[src/rtl/uart_loop_top.sv]
// UART 8N1 loopback: serial receiver -> byte queue -> serial transmitter.
// Define UART_LOOP_FIFO_EN for a c_FIFO_DEPTH-entry FIFO queue; otherwise a single holding register is used.
module uart_loop_top #(
    parameter int unsigned c_CLKS_PER_BIT = 87,
    parameter int unsigned c_FIFO_DEPTH   = 4
) (
    input  logic clk,
    input  logic rst,
    input  logic rx_serial,
    output logic tx_serial
);

    localparam int unsigned CNT_W = 16;
    localparam logic [CNT_W-1:0] BIT_LAST = CNT_W'(c_CLKS_PER_BIT - 1);
    localparam logic [CNT_W-1:0] BIT_HALF = CNT_W'(c_CLKS_PER_BIT / 2);

    if (c_CLKS_PER_BIT < 4 || c_CLKS_PER_BIT > 65535 || c_FIFO_DEPTH < 2 ||
        (c_FIFO_DEPTH & (c_FIFO_DEPTH - 1)) != 0) begin : g_bad_params
        $error("uart_loop_top: illegal c_CLKS_PER_BIT or c_FIFO_DEPTH");
    end

    typedef enum logic [2:0] {RX_IDLE, RX_START, RX_DATA, RX_STOP, RX_DONE} rx_state_e;
    typedef enum logic [1:0] {TX_IDLE, TX_START, TX_DATA, TX_STOP} tx_state_e;

    // Reset: asserts asynchronously, releases two clocks after rst falls
    logic [1:0] rst_sync_q, rst_sync_d;
    logic       rst_i;
    assign rst_sync_d = {rst_sync_q[0], 1'b0};
    assign rst_i      = rst_sync_q[1];

    always_ff @(posedge clk or posedge rst) begin
        if (rst) rst_sync_q <= 2'b11;
        else     rst_sync_q <= rst_sync_d;
    end

    logic rx_meta_q, rx_sync_q;

    always_ff @(posedge clk or posedge rst_i) begin
        if (rst_i) begin
            rx_meta_q <= 1'b1;
            rx_sync_q <= 1'b1;
        end else begin
            rx_meta_q <= rx_serial;
            rx_sync_q <= rx_meta_q;
        end
    end

    rx_state_e        rx_state_q, rx_state_d;
    logic [CNT_W-1:0] rx_cnt_q, rx_cnt_d;
    logic [2:0]       rx_idx_q, rx_idx_d;
    logic [7:0]       rx_byte_q, rx_byte_d;
    logic             rx_ok_q, rx_ok_d;
    logic             rx_push_c;

    always_ff @(posedge clk or posedge rst_i) begin
        if (rst_i) begin
            rx_state_q <= RX_IDLE;
            rx_cnt_q   <= '0;
            rx_idx_q   <= '0;
            rx_byte_q  <= '0;
            rx_ok_q    <= 1'b0;
        end else begin
            rx_state_q <= rx_state_d;
            rx_cnt_q   <= rx_cnt_d;
            rx_idx_q   <= rx_idx_d;
            rx_byte_q  <= rx_byte_d;
            rx_ok_q    <= rx_ok_d;
        end
    end

    // RX: start bit qualified at mid-bit, data and stop sampled one bit period apart
    always_comb begin
        rx_state_d = rx_state_q;
        rx_cnt_d   = rx_cnt_q;
        rx_idx_d   = rx_idx_q;
        rx_byte_d  = rx_byte_q;
        rx_ok_d    = rx_ok_q;
        rx_push_c  = 1'b0;
        case (rx_state_q)
            RX_IDLE: begin
                if (!rx_sync_q) begin
                    rx_state_d = RX_START;
                    rx_cnt_d   = '0;
                end
            end
            RX_START: begin
                if (rx_cnt_q == BIT_HALF) begin
                    rx_cnt_d   = '0;
                    rx_idx_d   = '0;
                    rx_state_d = rx_sync_q ? RX_IDLE : RX_DATA;
                end else begin
                    rx_cnt_d = rx_cnt_q + CNT_W'(1);
                end
            end
            RX_DATA: begin
                if (rx_cnt_q == BIT_LAST) begin
                    rx_cnt_d            = '0;
                    rx_byte_d[rx_idx_q] = rx_sync_q;
                    if (rx_idx_q == 3'd7) rx_state_d = RX_STOP;
                    else                  rx_idx_d   = rx_idx_q + 3'd1;
                end else begin
                    rx_cnt_d = rx_cnt_q + CNT_W'(1);
                end
            end
            RX_STOP: begin
                if (rx_cnt_q == BIT_LAST) begin
                    rx_cnt_d   = '0;
                    rx_ok_d    = rx_sync_q;
                    rx_state_d = RX_DONE;
                end else begin
                    rx_cnt_d = rx_cnt_q + CNT_W'(1);
                end
            end
            RX_DONE: begin
                rx_push_c  = rx_ok_q;
                rx_state_d = RX_IDLE;
            end
            default: rx_state_d = RX_IDLE;
        endcase
    end

    logic       q_empty_c;
    logic       q_pop_c;
    logic [7:0] q_data_c;

`ifdef UART_LOOP_FIFO_EN
    localparam int unsigned PTR_W = $clog2(c_FIFO_DEPTH);

    logic [7:0]       fifo_mem_q [c_FIFO_DEPTH];
    logic [PTR_W-1:0] wr_ptr_q, wr_ptr_d, rd_ptr_q, rd_ptr_d;
    logic [PTR_W:0]   count_q, count_d;
    logic             q_full_c, wr_en_c;

    assign q_empty_c = (count_q == '0);
    assign q_full_c  = (count_q == (PTR_W + 1)'(c_FIFO_DEPTH));
    assign wr_en_c   = rx_push_c && !q_full_c;
    assign q_data_c  = fifo_mem_q[rd_ptr_q];

    // Power-of-two depth lets the pointers wrap naturally
    always_comb begin
        wr_ptr_d = wr_en_c ? wr_ptr_q + PTR_W'(1) : wr_ptr_q;
        rd_ptr_d = q_pop_c ? rd_ptr_q + PTR_W'(1) : rd_ptr_q;
        count_d  = count_q;
        if (wr_en_c && !q_pop_c)      count_d = count_q + (PTR_W + 1)'(1);
        else if (!wr_en_c && q_pop_c) count_d = count_q - (PTR_W + 1)'(1);
    end

    always_ff @(posedge clk or posedge rst_i) begin
        if (rst_i) begin
            wr_ptr_q <= '0;
            rd_ptr_q <= '0;
            count_q  <= '0;
        end else begin
            wr_ptr_q <= wr_ptr_d;
            rd_ptr_q <= rd_ptr_d;
            count_q  <= count_d;
        end
    end

    always_ff @(posedge clk) begin
        if (wr_en_c) fifo_mem_q[wr_ptr_q] <= rx_byte_q;
    end
`else
    logic [7:0] hold_q, hold_d;
    logic       hold_valid_q, hold_valid_d;
    logic       hold_load_c;

    assign q_empty_c   = !hold_valid_q;
    assign q_data_c    = hold_q;
    assign hold_load_c = rx_push_c && (!hold_valid_q || q_pop_c);

    always_comb begin
        hold_d       = hold_load_c ? rx_byte_q : hold_q;
        hold_valid_d = hold_load_c ? 1'b1 : (q_pop_c ? 1'b0 : hold_valid_q);
    end

    always_ff @(posedge clk or posedge rst_i) begin
        if (rst_i) begin
            hold_q       <= '0;
            hold_valid_q <= 1'b0;
        end else begin
            hold_q       <= hold_d;
            hold_valid_q <= hold_valid_d;
        end
    end
`endif

    tx_state_e        tx_state_q, tx_state_d;
    logic [CNT_W-1:0] tx_cnt_q, tx_cnt_d;
    logic [2:0]       tx_idx_q, tx_idx_d;
    logic [7:0]       tx_byte_q, tx_byte_d;
    logic             tx_q, tx_d;

    always_ff @(posedge clk or posedge rst_i) begin
        if (rst_i) begin
            tx_state_q <= TX_IDLE;
            tx_cnt_q   <= '0;
            tx_idx_q   <= '0;
            tx_byte_q  <= '0;
            tx_q       <= 1'b1;
        end else begin
            tx_state_q <= tx_state_d;
            tx_cnt_q   <= tx_cnt_d;
            tx_idx_q   <= tx_idx_d;
            tx_byte_q  <= tx_byte_d;
            tx_q       <= tx_d;
        end
    end

    // TX: line level is registered, chosen together with each state change
    always_comb begin
        tx_state_d = tx_state_q;
        tx_cnt_d   = tx_cnt_q;
        tx_idx_d   = tx_idx_q;
        tx_byte_d  = tx_byte_q;
        tx_d       = tx_q;
        q_pop_c    = 1'b0;
        case (tx_state_q)
            TX_IDLE: begin
                tx_d = 1'b1;
                if (!q_empty_c) begin
                    q_pop_c    = 1'b1;
                    tx_byte_d  = q_data_c;
                    tx_cnt_d   = '0;
                    tx_state_d = TX_START;
                    tx_d       = 1'b0;
                end
            end
            TX_START: begin
                if (tx_cnt_q == BIT_LAST) begin
                    tx_cnt_d   = '0;
                    tx_idx_d   = '0;
                    tx_state_d = TX_DATA;
                    tx_d       = tx_byte_q[0];
                end else begin
                    tx_cnt_d = tx_cnt_q + CNT_W'(1);
                end
            end
            TX_DATA: begin
                if (tx_cnt_q == BIT_LAST) begin
                    tx_cnt_d = '0;
                    if (tx_idx_q == 3'd7) begin
                        tx_state_d = TX_STOP;
                        tx_d       = 1'b1;
                    end else begin
                        tx_idx_d = tx_idx_q + 3'd1;
                        tx_d     = tx_byte_q[tx_idx_q + 3'd1];
                    end
                end else begin
                    tx_cnt_d = tx_cnt_q + CNT_W'(1);
                end
            end
            TX_STOP: begin
                if (tx_cnt_q == BIT_LAST) begin
                    tx_cnt_d = '0;
                    // Chain straight into the next start bit when a byte is waiting
                    if (!q_empty_c) begin
                        q_pop_c    = 1'b1;
                        tx_byte_d  = q_data_c;
                        tx_state_d = TX_START;
                        tx_d       = 1'b0;
                    end else begin
                        tx_state_d = TX_IDLE;
                        tx_d       = 1'b1;
                    end
                end else begin
                    tx_cnt_d = tx_cnt_q + CNT_W'(1);
                end
            end
            default: tx_state_d = TX_IDLE;
        endcase
    end

    assign tx_serial = tx_q;

endmodule

[config.mk]
export PLATFORM = sky130hd
export DESIGN_NAME = uart_loop_top
export DESIGN_NICKNAME = d
export VERILOG_FILES = /design/src/rtl/uart_loop_top.sv
export SDC_FILE = /design/constraint.sdc
export NUM_CORES = 1
export LEC_CHECK = 0
export CORE_ASPECT_RATIO = 0.8
export CORE_UTILIZATION = 60
export CTS_BUF_LIST = sky130_fd_sc_hd__clkbuf_4 sky130_fd_sc_hd__clkbuf_8
export DETAILED_ROUTE_END_ITERATION = 7
export PLACE_DENSITY = 0.84
export SYNTH_ARGS = -nofsm -noshare
export SYNTH_HDL_FRONTEND = slang
export SYNTH_SLANG_ARGS = --single-unit
[constraint.sdc]
create_clock -name clk -period 2.8 [get_ports clk]
set_input_delay 0.56 -clock clk [delete_from_list [all_inputs] [get_ports clk]]
set_output_delay 0.56 -clock clk [all_outputs]
set_load 0.1 [all_outputs]
==> results.toml, run 1 <==
[cts]
clk_pin_slew_worst_paths_ps = 80
hold_buffers = 0
h-tree-depth = 3
clock_latency_ps = 360
cts_tree = "done"
root_buffer = "clkbuf_8"
cts_buffers = 9
cts_setup_buffers = 0
clock_path_buffers = 2
ctsResizeCount = 0
clock-sinks = 74

[global_routing]
overflow = 0
track_usage_pct = 24.48
grt_max_degree = 38
antenna_found_initial = 0
grt_pass1_wl_um = 12720
grt_pass1_vias = 2769

[critical_path]
critPathKind = "reg -> reg"
timing.rr.start = "tx_cnt_q[0]$_DFFE_PP0P_"
cp.arrival_ps = 2500
rrSetupSlack_ps = 550
endpoint_kind = "flip-flop"
required_ps = 3050
worstSetupStartpoint = "tx_cnt_q[0]$_DFFE_PP0P_"
crit_path_start_kind = "flip-flop"
crit_fanout = 13

[job]
drv_cap = 0

[yosys]
synth_edf_count = 0
synthCells = 376
ys_async_sr_fraction_pct = 100.0
yosysWarnings = 0
synthTopCellsByArea = "dfrtp_1, mux2_2, ha_1"
synth_top_area_cell = "dfrtp_1"
syn_area_um2 = 3857
synth_cell_types = 54
synth-seq-cells = 74
synth-seq-area-share_pct = 48.17
syn_nets = 392
synth-main-ff-cell = "dfrtp_1"
yosysTopAreaCellShare_pct = 44.76
syn_avg_cell_area_um2 = 10.26

[layout]
antenna_cells = 0
post-route-util_pct = 68.99
fin_cells = 465
layout_commonest_cell = "dfrtp_1"
drive_above_1_share_pct = 18.23
nNetsFinal = 395
final_cell_mix = "dfrtp_1, nand2_1, mux2_2"
area_growth_pct = 8.531

[worst_hold_path]
hold_start = "rst_sync_q[0]$_DFF_PP1_"
hold_class = "reg -> reg"

[sta]
drv_slew = 0
worst_pin_slew_ps = 786.7
period_share_pct = 80.49
skew_ps = 8.481
final-hold-violation-count = 0
grt_setup_unrepaired = "no"
fmax_ghz = 0.4437
finalSetupTns_ps = 0
fin_crit_ps = 2254
fin_hold_ws_ps = 359.4
maxSlewHeadroom_pct = 47.15
setup_violations = 0

[floorplan]
placement_rows = 25
core_um2 = 6068
die_area_um2 = 6756
ios = 4
die_y_um = 73.72
die_w_um = 91.65
start_util_pct = 63.57

[routing]
dr.pass1.iters = 4
drt_iter0_drc = 186
routed_wirelength_um = 7396
detail-route-antenna-nets = 0
route.detailed.drc = 0
wl_per_cell_um = 15.91
num_vias = 2848
viasPerCell = 6.125

[power_and_ir_drop]
total_power_uw = 2416
p_per_area_nw_per_um2 = 577.0
ir_drop_mv = 0.4891
leakage_uw = 0.001865

[placed_design]
dp_cells = 449
gp_congestion = 0.8349
dp_hpwl_um = 5005
port_buffers = 3

[run_status]
outcome = "finished clean"
[final timing paths]
path | end | depth (start not counted)
hold reg to reg | rst_sync_q[1]$_DFF_PP1_ | 0
min in group asynchronous | rx_byte_q[7]$_DFFE_PP0P_ | 1
max in group asynchronous | rx_meta_q$_DFF_PP1_ | 2
setup / recovery | tx_byte_q[2]$_DFFE_PP0P_ | 7
hold / removal | rst_sync_q[1]$_DFF_PP1_ | 0
setup reg to reg | tx_byte_q[2]$_DFFE_PP0P_ | 7
[report_power, final]
part           switching [µW]  internal [µW]  total [µW]
sequential               77.9           1120        1190
combinational             160           99.4         260
clock                     424            539         963
total                     662           1750        2420
[metrics by stage]
step	setup slack, ps	instance area (µm²)
2_1_floorplan	639.9	3857
5_1_grt	420.2	4187
3_5_place_dp	574.9	3954
6_report	546.3	4187
4_1_cts	557.0	4187
3_3_place_gp	690.2	3954
[cells in the mapped netlist (6+ instances only)]
library cell and number:
a21oi_1 18, a22o_1 6, clkbuf_1 8, dfrtp_1 69, ha_1 13, inv_1 17
mux2_2 30, nand2_1 33, nand3_1 19, nand4_1 12, nor2_1 17, nor3_1 11
nor4_1 6, o21ai_0 29, or3_1 8
[state kept, by name, summed over array words and instances (netlist names), 3 cells and up]
register,count
hold_q,8
rx_state_q,3
rx_cnt_q,16
rx_byte_q,8
tx_byte_q,8
rx_idx_q,3
tx_cnt_q,16
tx_idx_q,3
[kinds of logic (layout without fill, tap and decap cells)]
logic type                 after synthesis  count (layout)  synth area share, %
AOI/OAI and AO/OA                       76              76                12.29
xor gates and xnor gates                 8               8                1.816
adders and majority gates               13              13                4.217
buffers and inverters                   33              41                3.795
DFF                                     74              74                48.17
muxes                                   32              32                9.925
other                                    1               1              0.09721
and+or+nand+nor                        139             139                19.69
[per-layer routing]
layer | global-route usage (%) | wire length [µm] | up-vias
li1 | - | - | 1370
met1 | 32.01 | 3470 | 1398
met2 | 39.35 | 3456 | 68
met3 | 8.178 | 365 | 12
met4 | 6.878 | 104 | 0
met5 | 0 | 0 | -
[cell type report]
| cell class | count | area [µm²] |
|---|---|---|
| clock buffer | 10 | 137.6 |
| clock inverter | 6 | 95.09 |
| fill | 463 | 1882 |
| inverter | 17 | 63.81 |
| multi-input combinational | 269 | 1853 |
| sequential | 74 | 1858 |
| tap | 81 | 101.3 |
| timing repair buffer | 8 | 77.57 |
[worst max-delay path, stage by stage, from the launching register on]
cell     delay [ps]
dfrtp_1         420
inv_1            70
ha_1            130
nor4b_1         290
and4_1          290
buf_4           210
o21a_1          350
mux2_2          390
No activity file was read; power rests on OpenSTA's default activity.
==> inputs of run 2 (changes only) <==
--- a/config.mk
+++ b/config.mk
@@ -6,10 +6,10 @@
 export NUM_CORES = 1
 export LEC_CHECK = 0
 export CORE_ASPECT_RATIO = 0.8
-export CORE_UTILIZATION = 60
+export CORE_UTILIZATION = 59
 export CTS_BUF_LIST = sky130_fd_sc_hd__clkbuf_4 sky130_fd_sc_hd__clkbuf_8
 export DETAILED_ROUTE_END_ITERATION = 7
-export PLACE_DENSITY = 0.84
+export PLACE_DENSITY = 0.86
 export SYNTH_ARGS = -nofsm -noshare
 export SYNTH_HDL_FRONTEND = slang
 export SYNTH_SLANG_ARGS = --single-unit
==> constraint.sdc (replaced) <==
create_clock -name clk -period 2.01 [get_ports clk]
set_input_delay 0.402 -clock clk [delete_from_list [all_inputs] [get_ports clk]]
set_output_delay 0.402 -clock clk [all_outputs]
set_load 0.1 [all_outputs]
==> results.toml, run 2 (synthesis gave the netlist of run 1 again) <==
[cts]
clock_latency_ps = 370
clk_pin_slew_worst_paths_ps = 90
cts_tree = "done"
clock_path_buffers = 2
hold_buffers = 0
clock-sinks = 74
root_buffer = "clkbuf_8"
cts_buffers = 9
h-tree-depth = 3

[global_routing]
track_usage_pct = 27.10
antenna_found_initial = 0
grt_max_degree = 41
grt_pass1_vias = 3067
overflow = 0
grt_pass1_wl_um = 14380

[sta]
grt_setup_unrepaired = "yes"
fmax_ghz = 0.4949
setup_violations = 1
final-hold-violation-count = 0
period_share_pct = 100.5
fin_ws_ps = -10.71
worst_pin_slew_ps = 544.9
maxSlewHeadroom_pct = 63.63
drv_slew = 0
fin_hold_ws_ps = 153.1
skew_ps = 12.75
fin_crit_ps = 2021

[run_status]
outcome = "finished with violations"
failed_checks = "negative setup slack"

[layout]
drive_above_1_share_pct = 30.66
antenna_cells = 0
area_growth_pct = 20.05
layout_commonest_cell = "dfrtp_1"
fin_cells = 505
num-fill-cells = 380
final_cell_mix = "dfrtp_1, buf_4, nand2_1"
largestRegisters = "rx_cnt_q x16, tx_cnt_q x16"
post-route-util_pct = 75.92
nNetsFinal = 435

[routing]
dr_wl_met2_um = 4388
viasPerCell = 6.277
dr.pass1.iters = 5
routed_wirelength_um = 8941
wl_per_cell_um = 17.70
wl_met1_um = 3829
route.met3.wl_um = 550
route.detailed.drc = 0
num_vias = 3170
detail-route-antenna-nets = 0
dr.max_layer_used = "met4"
drt_iter0_drc = 309

[critical_path]
path_cells = "ha_4, mux4_2, mux2_2, o21ai_2, a31oi_1, mux2_2"
critPathKind = "reg -> reg"
r2r_cells = 6
crit_fanout = 3
endpoint_kind = "flip-flop"
critPathTopFamily = "multiplexers"
rrSetupSlack_ps = -10
r2r-end = "tx_serial$_DFFE_PP1P_"
cp_num_buf_inv = 0
required_ps = 2320
crit_path_start_kind = "flip-flop"
cp.arrival_ps = 2330
crit_path_top_delay_cell = "mux4_2"
timing.rr.start = "tx_idx_q[0]$_DFFE_PP0P_"
crit_cells = 6
crit_path_max_incr_delay_ps = 490
cp_common_cell = "mux2_2"

[power_and_ir_drop]
ir_drop_mv = 0.6467
leakage_uw = 0.002084
p_per_area_nw_per_um2 = 739.2
total_power_uw = 3423

[worst_hold_path]
hold_class = "reg -> async"

[placed_design]
pre_cts_slack_ps = -162.6
port_buffers = 3
gp_congestion = 0.8773
dp_hpwl_um = 5790
dp_cells = 485

[floorplan]
ios = 4
start_util_pct = 63.24
die_w_um = 92.40
die_area_um2 = 6867
die_y_um = 74.32
placement_rows = 25
core_um2 = 6100

[job]
drv_cap = 0
==> run 2: how the worst max path moves through the flow <==
stage | from | endpoint | slack, ps
floorplan | rx_cnt_q[0]$_DFFE_PP0P_ | rx_byte_q[5]$_DFFE_PP0P_ | -20
global placement | tx_idx_q[0]$_DFFE_PP0P_ | tx_serial$_DFFE_PP1P_ | -40
detailed placement | rx_cnt_q[0]$_DFFE_PP0P_ | rx_byte_q[5]$_DFFE_PP0P_ | -160
CTS | tx_idx_q[0]$_DFFE_PP0P_ | tx_serial$_DFFE_PP1P_ | -10
global route | rx_cnt_q[4]$_DFFE_PP0P_ | rx_state_q[1]$_DFFE_PP0P_ | -60
finish | tx_idx_q[0]$_DFFE_PP0P_ | tx_serial$_DFFE_PP1P_ | -10
==> run 2: repair_timing <==
action,4_1_cts,5_1_grt
pin swaps,3,12
resized for setup,13,19
setup buffers,0,3
endpoints found under the setup margin,30,48
cloned,0,1
==> run 2: cell type report <==
class | instances | area [µm²] | area share (%)
repair buffers | 47 | 390.4 | 8.430
inverters | 17 | 67.56 | 1.459
well taps | 81 | 101.3 | 2.189
clock buffers | 9 | 123.9 | 2.675
multi-input cells | 270 | 2006 | 43.31
flip-flops and latches | 74 | 1858 | 40.12
clock inverters | 7 | 83.83 | 1.810
==> run 2: per-layer routing <==
layer  GRT usage, %  vias to the layer above
li1               -                     1451
met1          35.30                     1572
met2          44.61                      122
met3          6.748                       25
met4          10.24                        0
met5              0                        -
==> run 2: metrics by stage <==
stage | area [µm²] | TNS, ps
final | 4631 | -10.71
after global routing | 4631 | -412.0
after CTS | 4513 | -12.25
after detailed placement | 4253 | -1103
after global placement | 4253 | -296.9
after floorplan | 3874 | -43.38
==> run 2: power by group <==
group          switching, µW  internal [µW]
clock network            642            597
registers               45.1           1550
logic                    342            242
total                   1030           2390
==> inputs of run 3 (changes only) <==
--- a/config.mk
+++ b/config.mk
@@ -6,10 +6,10 @@
 export NUM_CORES = 1
 export LEC_CHECK = 0
 export CORE_ASPECT_RATIO = 0.8
-export CORE_UTILIZATION = 59
+export CORE_UTILIZATION = 60
 export CTS_BUF_LIST = sky130_fd_sc_hd__clkbuf_4 sky130_fd_sc_hd__clkbuf_8
 export DETAILED_ROUTE_END_ITERATION = 7
-export PLACE_DENSITY = 0.86
+export PLACE_DENSITY = 0.84
 export SYNTH_ARGS = -nofsm -noshare
 export SYNTH_HDL_FRONTEND = slang
 export SYNTH_SLANG_ARGS = --single-unit
==> constraint.sdc (replaced) <==
create_clock -name clk -period 2.3 [get_ports clk]
set_input_delay 0.46 -clock clk [delete_from_list [all_inputs] [get_ports clk]]
set_output_delay 0.46 -clock clk [all_outputs]
set_load 0.1 [all_outputs]
==> results.toml, run 3 (synthesis gave the netlist of run 1 again) <==
[power_and_ir_drop]
ir_drop_mv = 0.3967
seqPwrFrac_pct = 52.7
leakage_uw = 0.001894
p_per_area_nw_per_um2 = 633.6
p_sw_share_pct = 27.24
p_switching_uw = 733.2
p_int_uw = 1958
clkPwrFrac_pct = 33.5
combPwrFrac_pct = 13.8

[floorplan]
start_util_pct = 63.57
core_um2 = 6068
ios = 4
placement_rows = 25
die_area_um2 = 6756
die_w_um = 91.65
die_y_um = 73.72

[layout]
layout_commonest_cell = "dfrtp_1"
antenna_cells = 0
final_cell_mix = "dfrtp_1, nand2_1, mux2_2"
largestRegisters = "rx_cnt_q x16, tx_cnt_q x16"
final_area_um2 = 4248
drive_above_1_share_pct = 21.63
nNetsFinal = 404
area_growth_pct = 10.12

[global_routing]
antenna_found_initial = 0
overflow = 0
use_met1_pct = 32.88
grt-busiest-layer = "met2"
met3_usage_pct = 7.246
use_met2_pct = 41.52
grt_pass1_wl_um = 13080
grt_max_degree = 73
track_usage_pct = 25.29
grt_pass1_vias = 2805

[critical_path]
cp_common_cell = "or2_2"
crit_fanout = 5
critPathKind = "reg -> reg"
required_ps = 2530
crit_path_max_incr_delay_ps = 420
path_cells = "inv_1, ha_1, nand4b_1, or2_2, or2_2, nor4_4, mux2_2"
endpoint_kind = "flip-flop"
cp.arrival_ps = 2410
crit_path_start_kind = "flip-flop"
crit_path_top_delay_cell = "dfrtp_1"

[sta]
skew_ps = 4.478
fin_crit_ps = 2182
final-hold-violation-count = 0
grt_setup_unrepaired = "yes"
setup_violations = 0
period_share_pct = 94.85
drv_slew = 0
fin_ws_ps = 118.4
fmax_ghz = 0.4584

[routing]
route.detailed.drc = 0
num_vias = 2884
drt_iter0_drc = 229
dr.pass1.iters = 4
wl_per_cell_um = 15.92
detail-route-antenna-nets = 0
routed_wirelength_um = 7548
viasPerCell = 6.084

[cts]
clock_latency_ps = 350
cts_tree = "done"
cts_buffers = 9
clk_pin_slew_worst_paths_ps = 70
cts_setup_buffers = 0
root_buffer = "clkbuf_8"
clock-sinks = 74
clock_path_buffers = 2
h-tree-depth = 3

[placed_design]
port_buffers = 3
dp_hpwl_um = 5159
pre_cts_slack_ps = 87.19
gp_congestion = 0.8309
placed_area_um2 = 4021

[worst_hold_path]
hold_class = "reg -> async"

[run_status]
outcome = "finished clean"

[job]
drv_cap = 0
[run 3: cell count changes in the layout (fill, tap and decap cells not counted), moves of 3 or more]
cell	delta
or2_2	+3
inv_6	-3
buf_4	-27
clkinv_2	+3
clkbuf_4	+3
[run 3: layer usage]
metal  up-vias  routed length (µm)
li1       1401                   -
met3         9                 276
met2        56                3652
met4         0                  99
met5         -                   0
met1      1418                3520
[run 3: area by class of cell]
| type | count | area (µm²) |
|---|---|---|
| well taps | 81 | 101.3 |
| inverters | 17 | 63.81 |
| fillers | 446 | 1821 |
| repair buffers | 17 | 145.1 |
| flip-flops and latches | 74 | 1858 |
| clock inverters | 3 | 15.01 |
| clock buffers | 13 | 160.2 |
| multi-input cells | 269 | 1904 |
[run 3: what timing repair did]
item,4_1_cts,5_1_grt
hold buffers,0,0
endpoints found under the setup margin,1,12
gates resized for setup,1,7
[run 3: critical path: cells and delay by family, from the launching register on]
family,cells,cell delay [ps]
fa+ha+maj,1,150
flops,1,420
simple gates,4,1050
buf+inv,1,70
mux,1,370
[run 3: path summary, 6_finish.rpt]
kind                                                  to                    start  slack [ps]  cells past startpoint
worst max-delay path            rx_byte_q[1]$_DFFE_PP0P_  rx_cnt_q[0]$_DFFE_PP0P_         120                      7
worst min-delay path            rx_byte_q[7]$_DFFE_PP0P_  rst_sync_q[1]$_DFF_PP1_         320                      2
worst max register to register  rx_byte_q[1]$_DFFE_PP0P_  rx_cnt_q[0]$_DFFE_PP0P_         120                      7
worst min register to register  rx_byte_q[7]$_DFFE_PP0P_  rst_sync_q[1]$_DFF_PP1_         320                      2
max in group asynchronous          tx_serial$_DFFE_PP1P_  rst_sync_q[1]$_DFF_PP1_        1630                      2
min in group clk                 rst_sync_q[1]$_DFF_PP1_  rst_sync_q[0]$_DFF_PP1_         360                      0
[run 3: power by group through the flow]
stage	logic (µW)	registers, µW	clock network, µW
finish	372	1420	901
global route	426	1430	972
CTS	373	1420	924
detailed placement	374	1440	0
global placement	364	1440	0
floorplan	301	1430	0
[run 3: stage by stage]
| step | setup TNS (ps) | instances | total power [µW] | hold WS, ps | util (%) |
|---|---|---|---|---|---|
| final | 0 | 474 | 2692 | 321.4 | 70.00 |
| after global routing | -30.98 | 474 | 2829 | 367.9 | 70.00 |
| after CTS | 0 | 474 | 2715 | 356.7 | 69.26 |
| after detailed placement | 0 | 458 | 1816 | 353.2 | 66.27 |
| after global placement | 0 | 458 | 1802 | 348.3 | 66.27 |
| after floorplan | 0 | 376 | 1729 | 345.2 | - |
